--- src/rtl/mult_pkg.sv ---
// rtl/mult_pkg.sv - shared types and constants for the sequential multiplier
package mult_pkg;

    localparam int WIDTH = 32;
    localparam int CNT_W = 5;
    localparam logic [CNT_W-1:0] ITER_LAST = 5'd31;

    typedef enum logic [1:0] {
        IDLE = 2'd0,
        CALC = 2'd1,
        FIX  = 2'd2,
        DONE = 2'd3
    } state_t;

endpackage

--- src/rtl/negate_32.sv ---
// rtl/negate_32.sv - 32-bit ~a + cin slice for two's-complement negation (SIGNED_MULT_EN only)
`ifdef SIGNED_MULT_EN
module negate_32 (
    input  logic [31:0] i_a,
    input  logic        i_cin,
    output logic [31:0] o_y,
    output logic        o_cout
);

    logic [31:0] w_inv;

    not_gate_32 u_not (
        .i_a (i_a),
        .o_y (w_inv)
    );

    // Incrementer; the carry out lets two slices chain into a 64-bit negation
    assign {o_cout, o_y} = {1'b0, w_inv} + {32'b0, i_cin};

endmodule
`endif

--- src/rtl/not_gate_32.sv ---
// rtl/not_gate_32.sv - 32-bit bitwise-NOT stage (built only with SIGNED_MULT_EN)
`ifdef SIGNED_MULT_EN
module not_gate_32 (
    input  logic [31:0] i_a,
    output logic [31:0] o_y
);

    // Plain inversion, shared with the ALU logic stages
    assign o_y = ~i_a;

endmodule
`endif

--- src/rtl/mult_seq_32.sv ---
// rtl/mult_seq_32.sv - sequential 32x32 shift-add multiplier; SIGNED_MULT_EN selects the signed build
module mult_seq_32
    import mult_pkg::*;
#(
    parameter int WIDTH = 32
) (
    input  logic                 clk,
    input  logic                 rst_n,
    input  logic                 start,
    input  logic [WIDTH-1:0]     a,
    input  logic [WIDTH-1:0]     b,
    output logic                 busy,
    output logic                 done,
    output logic [2*WIDTH-1:0]   product
);

    state_t                 r_state;
    state_t                 w_state_nxt;
    logic [2*WIDTH:0]       r_acc;
    logic [2*WIDTH:0]       w_acc_calc;
    logic [WIDTH:0]         w_sum;
    logic [WIDTH-1:0]       r_mcand;
    logic [WIDTH-1:0]       w_mcand_in;
    logic [WIDTH-1:0]       w_mplier_in;
    logic [CNT_W-1:0]       r_cnt;
    logic [2*WIDTH-1:0]     r_product;
    logic                   w_last;

`ifdef SIGNED_MULT_EN
    logic                   r_sign;
    logic [WIDTH-1:0]       w_neg_a;
    logic [WIDTH-1:0]       w_neg_b;
    logic [WIDTH-1:0]       w_neg_lo;
    logic [WIDTH-1:0]       w_neg_hi;
    logic                   w_carry_lo;
    logic                   w_unused_cout_a;
    logic                   w_unused_cout_b;
    logic                   w_unused_cout_hi;
    logic [2*WIDTH-1:0]     w_fix_res;

    negate_32 u_neg_a (
        .i_a    (a),
        .i_cin  (1'b1),
        .o_y    (w_neg_a),
        .o_cout (w_unused_cout_a)
    );

    negate_32 u_neg_b (
        .i_a    (b),
        .i_cin  (1'b1),
        .o_y    (w_neg_b),
        .o_cout (w_unused_cout_b)
    );

    // Low half adds the +1; its carry ripples into the high half
    negate_32 u_neg_res_lo (
        .i_a    (r_acc[WIDTH-1:0]),
        .i_cin  (1'b1),
        .o_y    (w_neg_lo),
        .o_cout (w_carry_lo)
    );

    negate_32 u_neg_res_hi (
        .i_a    (r_acc[2*WIDTH-1:WIDTH]),
        .i_cin  (w_carry_lo),
        .o_y    (w_neg_hi),
        .o_cout (w_unused_cout_hi)
    );

    // Magnitudes go into the unsigned core; 0x80000000 maps to itself, which is the right magnitude
    always_comb begin
        w_mcand_in  = a[WIDTH-1] ? w_neg_a : a;
        w_mplier_in = b[WIDTH-1] ? w_neg_b : b;
        w_fix_res   = r_sign ? {w_neg_hi, w_neg_lo} : r_acc[2*WIDTH-1:0];
    end
`else
    // Unsigned build feeds operands straight through
    always_comb begin
        w_mcand_in  = a;
        w_mplier_in = b;
    end
`endif

    // One shift-add step: conditional 33-bit add into the upper half, then shift right
    always_comb begin
        w_sum      = r_acc[0] ? (r_acc[2*WIDTH:WIDTH] + {1'b0, r_mcand}) : r_acc[2*WIDTH:WIDTH];
        w_acc_calc = {1'b0, w_sum, r_acc[WIDTH-1:1]};
        w_last     = (r_cnt == ITER_LAST);
    end

    // Next-state logic and status outputs decoded from the state
    always_comb begin
        w_state_nxt = r_state;
        busy        = (r_state != IDLE);
        done        = (r_state == DONE);
        case (r_state)
            IDLE: if (start) w_state_nxt = CALC;
`ifdef SIGNED_MULT_EN
            CALC: if (w_last) w_state_nxt = FIX;
            FIX:  w_state_nxt = DONE;
`else
            CALC: if (w_last) w_state_nxt = DONE;
`endif
            DONE: w_state_nxt = IDLE;
            default: w_state_nxt = IDLE;
        endcase
    end

    // State, accumulator, counter and product registers; product loads on entry to DONE
    always_ff @(posedge clk or negedge rst_n) begin
        if (!rst_n) begin
            r_state   <= IDLE;
            r_acc     <= '0;
            r_mcand   <= '0;
            r_cnt     <= '0;
            r_product <= '0;
`ifdef SIGNED_MULT_EN
            r_sign    <= 1'b0;
`endif
        end else begin
            r_state <= w_state_nxt;
            case (r_state)
                IDLE: begin
                    if (start) begin
                        r_mcand <= w_mcand_in;
                        r_acc   <= {{(WIDTH+1){1'b0}}, w_mplier_in};
                        r_cnt   <= '0;
`ifdef SIGNED_MULT_EN
                        r_sign  <= a[WIDTH-1] ^ b[WIDTH-1];
`endif
                    end
                end
                CALC: begin
                    r_acc <= w_acc_calc;
                    r_cnt <= r_cnt + 1'b1;
`ifndef SIGNED_MULT_EN
                    if (w_last) r_product <= w_acc_calc[2*WIDTH-1:0];
`endif
                end
`ifdef SIGNED_MULT_EN
                FIX: begin
                    r_acc     <= {1'b0, w_fix_res};
                    r_product <= w_fix_res;
                end
`endif
                default: ;
            endcase
        end
    end

    assign product = r_product;

endmodule

--- config.mk ---
export PLATFORM = sky130hd
export DESIGN_NAME = mult_seq_32
export DESIGN_NICKNAME = d
export VERILOG_FILES = /design/src/rtl/mult_pkg.sv /design/src/rtl/negate_32.sv /design/src/rtl/not_gate_32.sv /design/src/rtl/mult_seq_32.sv
export SDC_FILE = /design/constraint.sdc
export NUM_CORES = 1
export LEC_CHECK = 0
export CORE_ASPECT_RATIO = 0.5
export CORE_MARGIN = 1
export CORE_UTILIZATION = 35
export CTS_CLUSTER_DIAMETER = 80
export CTS_CLUSTER_SIZE = 14
export DETAILED_ROUTE_END_ITERATION = 16
export DONT_BUFFER_PORTS = 1
export PLACE_DENSITY_LB_ADDON = 0.05
export SYNTH_ARGS = -nofsm -noshare
export SYNTH_HDL_FRONTEND = slang
export SYNTH_SLANG_ARGS = --single-unit
--- constraint.sdc ---
create_clock -name clk -period 3.7 [get_ports clk]
set_input_delay 0.185 -clock clk [delete_from_list [all_inputs] [get_ports clk]]
set_output_delay 0.185 -clock clk [all_outputs]
set_load 0.1 [all_outputs]
==> results.sh <==
export IMPL_grt_usage=0.189
export IMPL_dpl_hpwl_um=15000
export IMPL_arrival_ns=3.32
export IMPL_whs_ns=-0.561
export IMPL_ys_flop_type="dfrtp_1"
export IMPL_port_buffers=0
export IMPL_yosysWarnings=0
export IMPL_rsz0062_at_grt="false"
export IMPL_clock_sinks=167
export IMPL_crit_fanout=3
export IMPL_nNetsFinal=1059
export IMPL_p_comb_frac=0.427
export IMPL_setup_viol=0
export IMPL_routedWlPerCell_um=17.4
export IMPL_grt_pass1_vias=6857
export IMPL_clkPwrFrac=0.169
export IMPL_hold_viol=167
export IMPL_violations="negative hold slack"
export IMPL_io_pins=133
export IMPL_p_int_w=0.00540
export IMPL_first_pass_iters=5
export IMPL_grt_pass1_wl_um=37200
export IMPL_ys_seq_elements=167
export IMPL_power_switching_w=0.00528
export IMPL_fmax_mhz=334
export IMPL_cts_resized=0
export IMPL_yosysTopAreaCellShare=0.484
export IMPL_die_x_um=224
export IMPL_critPathCaptureType="flop"
export IMPL_area_growth_syn_to_layout_pct=17.7
export IMPL_min_period_over_period=0.809
export IMPL_dieArea_sq_um=25300
export IMPL_outcome="finished with violations"
export IMPL_syn_num_nets=1022
export IMPL_die_h_um=113
export IMPL_clk_pin_slew_worst_paths_ns=0.06
export IMPL_rows=40
export IMPL_vias=6670
export IMPL_maxCapViolations=0
export IMPL_clockBufferDepth=2
export IMPL_period_minus_slack_ns=2.99
export IMPL_clockRootBuffer="clkbuf_16"
export IMPL_netlist_area_sq_um=8630
export IMPL_start_util=0.358
export IMPL_fillers=2456
export IMPL_place_gp_congestion=0.856
export IMPL_synth_edf_count=0
export IMPL_synthCells=920
export IMPL_drc=0
export IMPL_synthArstFlopShare=1.00
export IMPL_diodes=0
export IMPL_antenna_found_initial=0
export IMPL_cts_tree="yes"
export IMPL_setup_tns_ns=0
export IMPL_dpl_cell_area_sq_um=8930
export IMPL_ys_seq_area_frac=0.484
export IMPL_cts_buffers=17
export IMPL_start_kind="flop"
export IMPL_p_seq_frac=0.404
export IMPL_cts_hold_buf=64
export IMPL_drive_above_1_share=0.0938
export IMPL_swShare=0.494
export IMPL_grt_overflow=0
export IMPL_avgViaCountPerCell=5.11
export IMPL_grt_max_degree=168
export IMPL_ys_types=57
export IMPL_postRouteAntennaNets=0
export IMPL_finalMaxSlewViolations=0
export IMPL_post_cts_setup_buffer_count=0
export IMPL_drt_iter0_drc=340
export IMPL_worst_pin_slew_ns=1.05
export IMPL_clock_latency_ns=0.44
export IMPL_hold_path_class="in2async"
export IMPL_layout_cells_most_common="nand2_1"
export IMPL_clock_skew_ns=0.00643
export IMPL_core_area_sq_um=24100
export IMPL_p_leak_nw=4.77
export IMPL_htreeDepth=4
export IMPL_ys_top_cells_by_area="dfrtp_1 (48%), nand2_1 (10%), ha_1 (4.9%)"
export IMPL_slew_headroom=0.295
export IMPL_ir_drop_v=0.000336
export IMPL_avgSynthCellArea_sq_um=9.38
export IMPL_path_class="reg2reg"
export IMPL_wl_um=22700
export IMPL_stdcell_area_sq_um=10200
export IMPL_final_cell_mix="nand2_1 (234), dfrtp_1 (166), o21ai_0 (74)"
export IMPL_required_ns=4.02
export IMPL_power_density_nw_per_um2=1050
export IMPL_yosysTopAreaCell="dfrtp_1"
## worst paths after layout
path                                to       from  slack, ns  cells after the start
setup / recovery           product[61]  r_acc[32]       0.71                     10
hold / removal             product[52]      rst_n      -0.56                      0
setup reg to reg           product[61]  r_acc[32]       0.71                     10
hold reg to reg               r_cnt[3]   r_cnt[3]       0.49                      1
max in group asynchronous     r_acc[0]      rst_n       3.87                      0
min in group clk            r_state[0]      start       0.14                      3
## sequential cells by signal, indices dropped and copies added (netlist names)
| register | count |
|---|---|
| product | 64 |
| r_acc | 64 |
| r_mcand | 32 |
| r_cnt | 5 |
| r_state | 2 |
## critical path, stage by stage, from the launching register on
cell and delay [ns]:
dfrtp_1 0.40, ha_1 0.24, fa_1 0.41, a21oi_1 0.20, o21ai_1 0.16, o21ai_0 0.41
a311oi_2 0.21, a2111oi_4 0.38, a21oi_1 0.14, xnor2_1 0.21, o21ai_0 0.12
## kinds of logic after synthesis
logic type / synth area share
AND/OR/NAND/NOR: 0.181
AO/OA/AOI/OAI: 0.161
flip-flops: 0.484
buffers and inverters: 0.0296
multiplexers: 0.0717
adder cells (fa/ha/maj): 0.0516
XOR/XNOR: 0.0213
## synthesized netlist by cell type, drive strengths merged, types with 2 or more instances
cell and number:
o21bai 4, nand3 34, mux2i 27, a221oi 2, inv 12, nor3 4
a22oi 31, xor2 4, a211oi 6, nor2 32, ha 34, buf 13
clkbuf 41, o211ai 3, and3 5, o21a 3, dfrtp 167, xnor2 17
a311oi 3, nand2 236, nand4 6, and2 2, or3 8, a21o 20
nand2b 6, o21ai 78, nor3b 15, a21oi 40, a31oi 9, a2111oi 2
nor2b 7, o21ba 3, mux2 31
## metal layers
layer	part of all wire	vias to the layer above	global-route usage
li1	-	3277	-
met1	0.51	3270	0.265
met2	0.43	104	0.281
met3	0.051	19	0.0667
met4	0.0085	0	0.0411
met5	0	-	0
## through the flow
step,utilization,power [W],cells,hold slack (ns),setup WS [ns]
final,0.421,0.0107,1306,-0.561,0.706
after global routing,0.421,0.0116,1306,-0.603,0.437
after CTS,0.421,0.0108,1306,-0.595,0.675
after detailed placement,0.370,0.00888,1210,-0.108,0.715
after global placement,0.370,0.00884,1210,-0.106,0.763
after floorplan,-,0.00769,920,-0.111,1.16
## power groups by stage
stage / Sequential, W / Combinational (W) / Clock (W)
final: 0.00432 / 0.00456 / 0.00181
after global routing: 0.00443 / 0.00517 / 0.00196
after CTS: 0.00434 / 0.00459 / 0.00188
after detailed placement: 0.00436 / 0.00452 / 0
after global placement: 0.00435 / 0.00448 / 0
after floorplan: 0.00408 / 0.00361 / 0
## layout make-up
type,instances,area [sq um],share of cell area
clock inverter,12,140,0.0138
clock buffer,20,447,0.0440
sequential,167,4180,0.411
tap,336,420,0.0414
multi-input combinational,687,4230,0.416
inverter,12,45.0,0.00443
timing repair buffer,72,701,0.0690
Note: power is estimated with default switching activity, not from simulation.
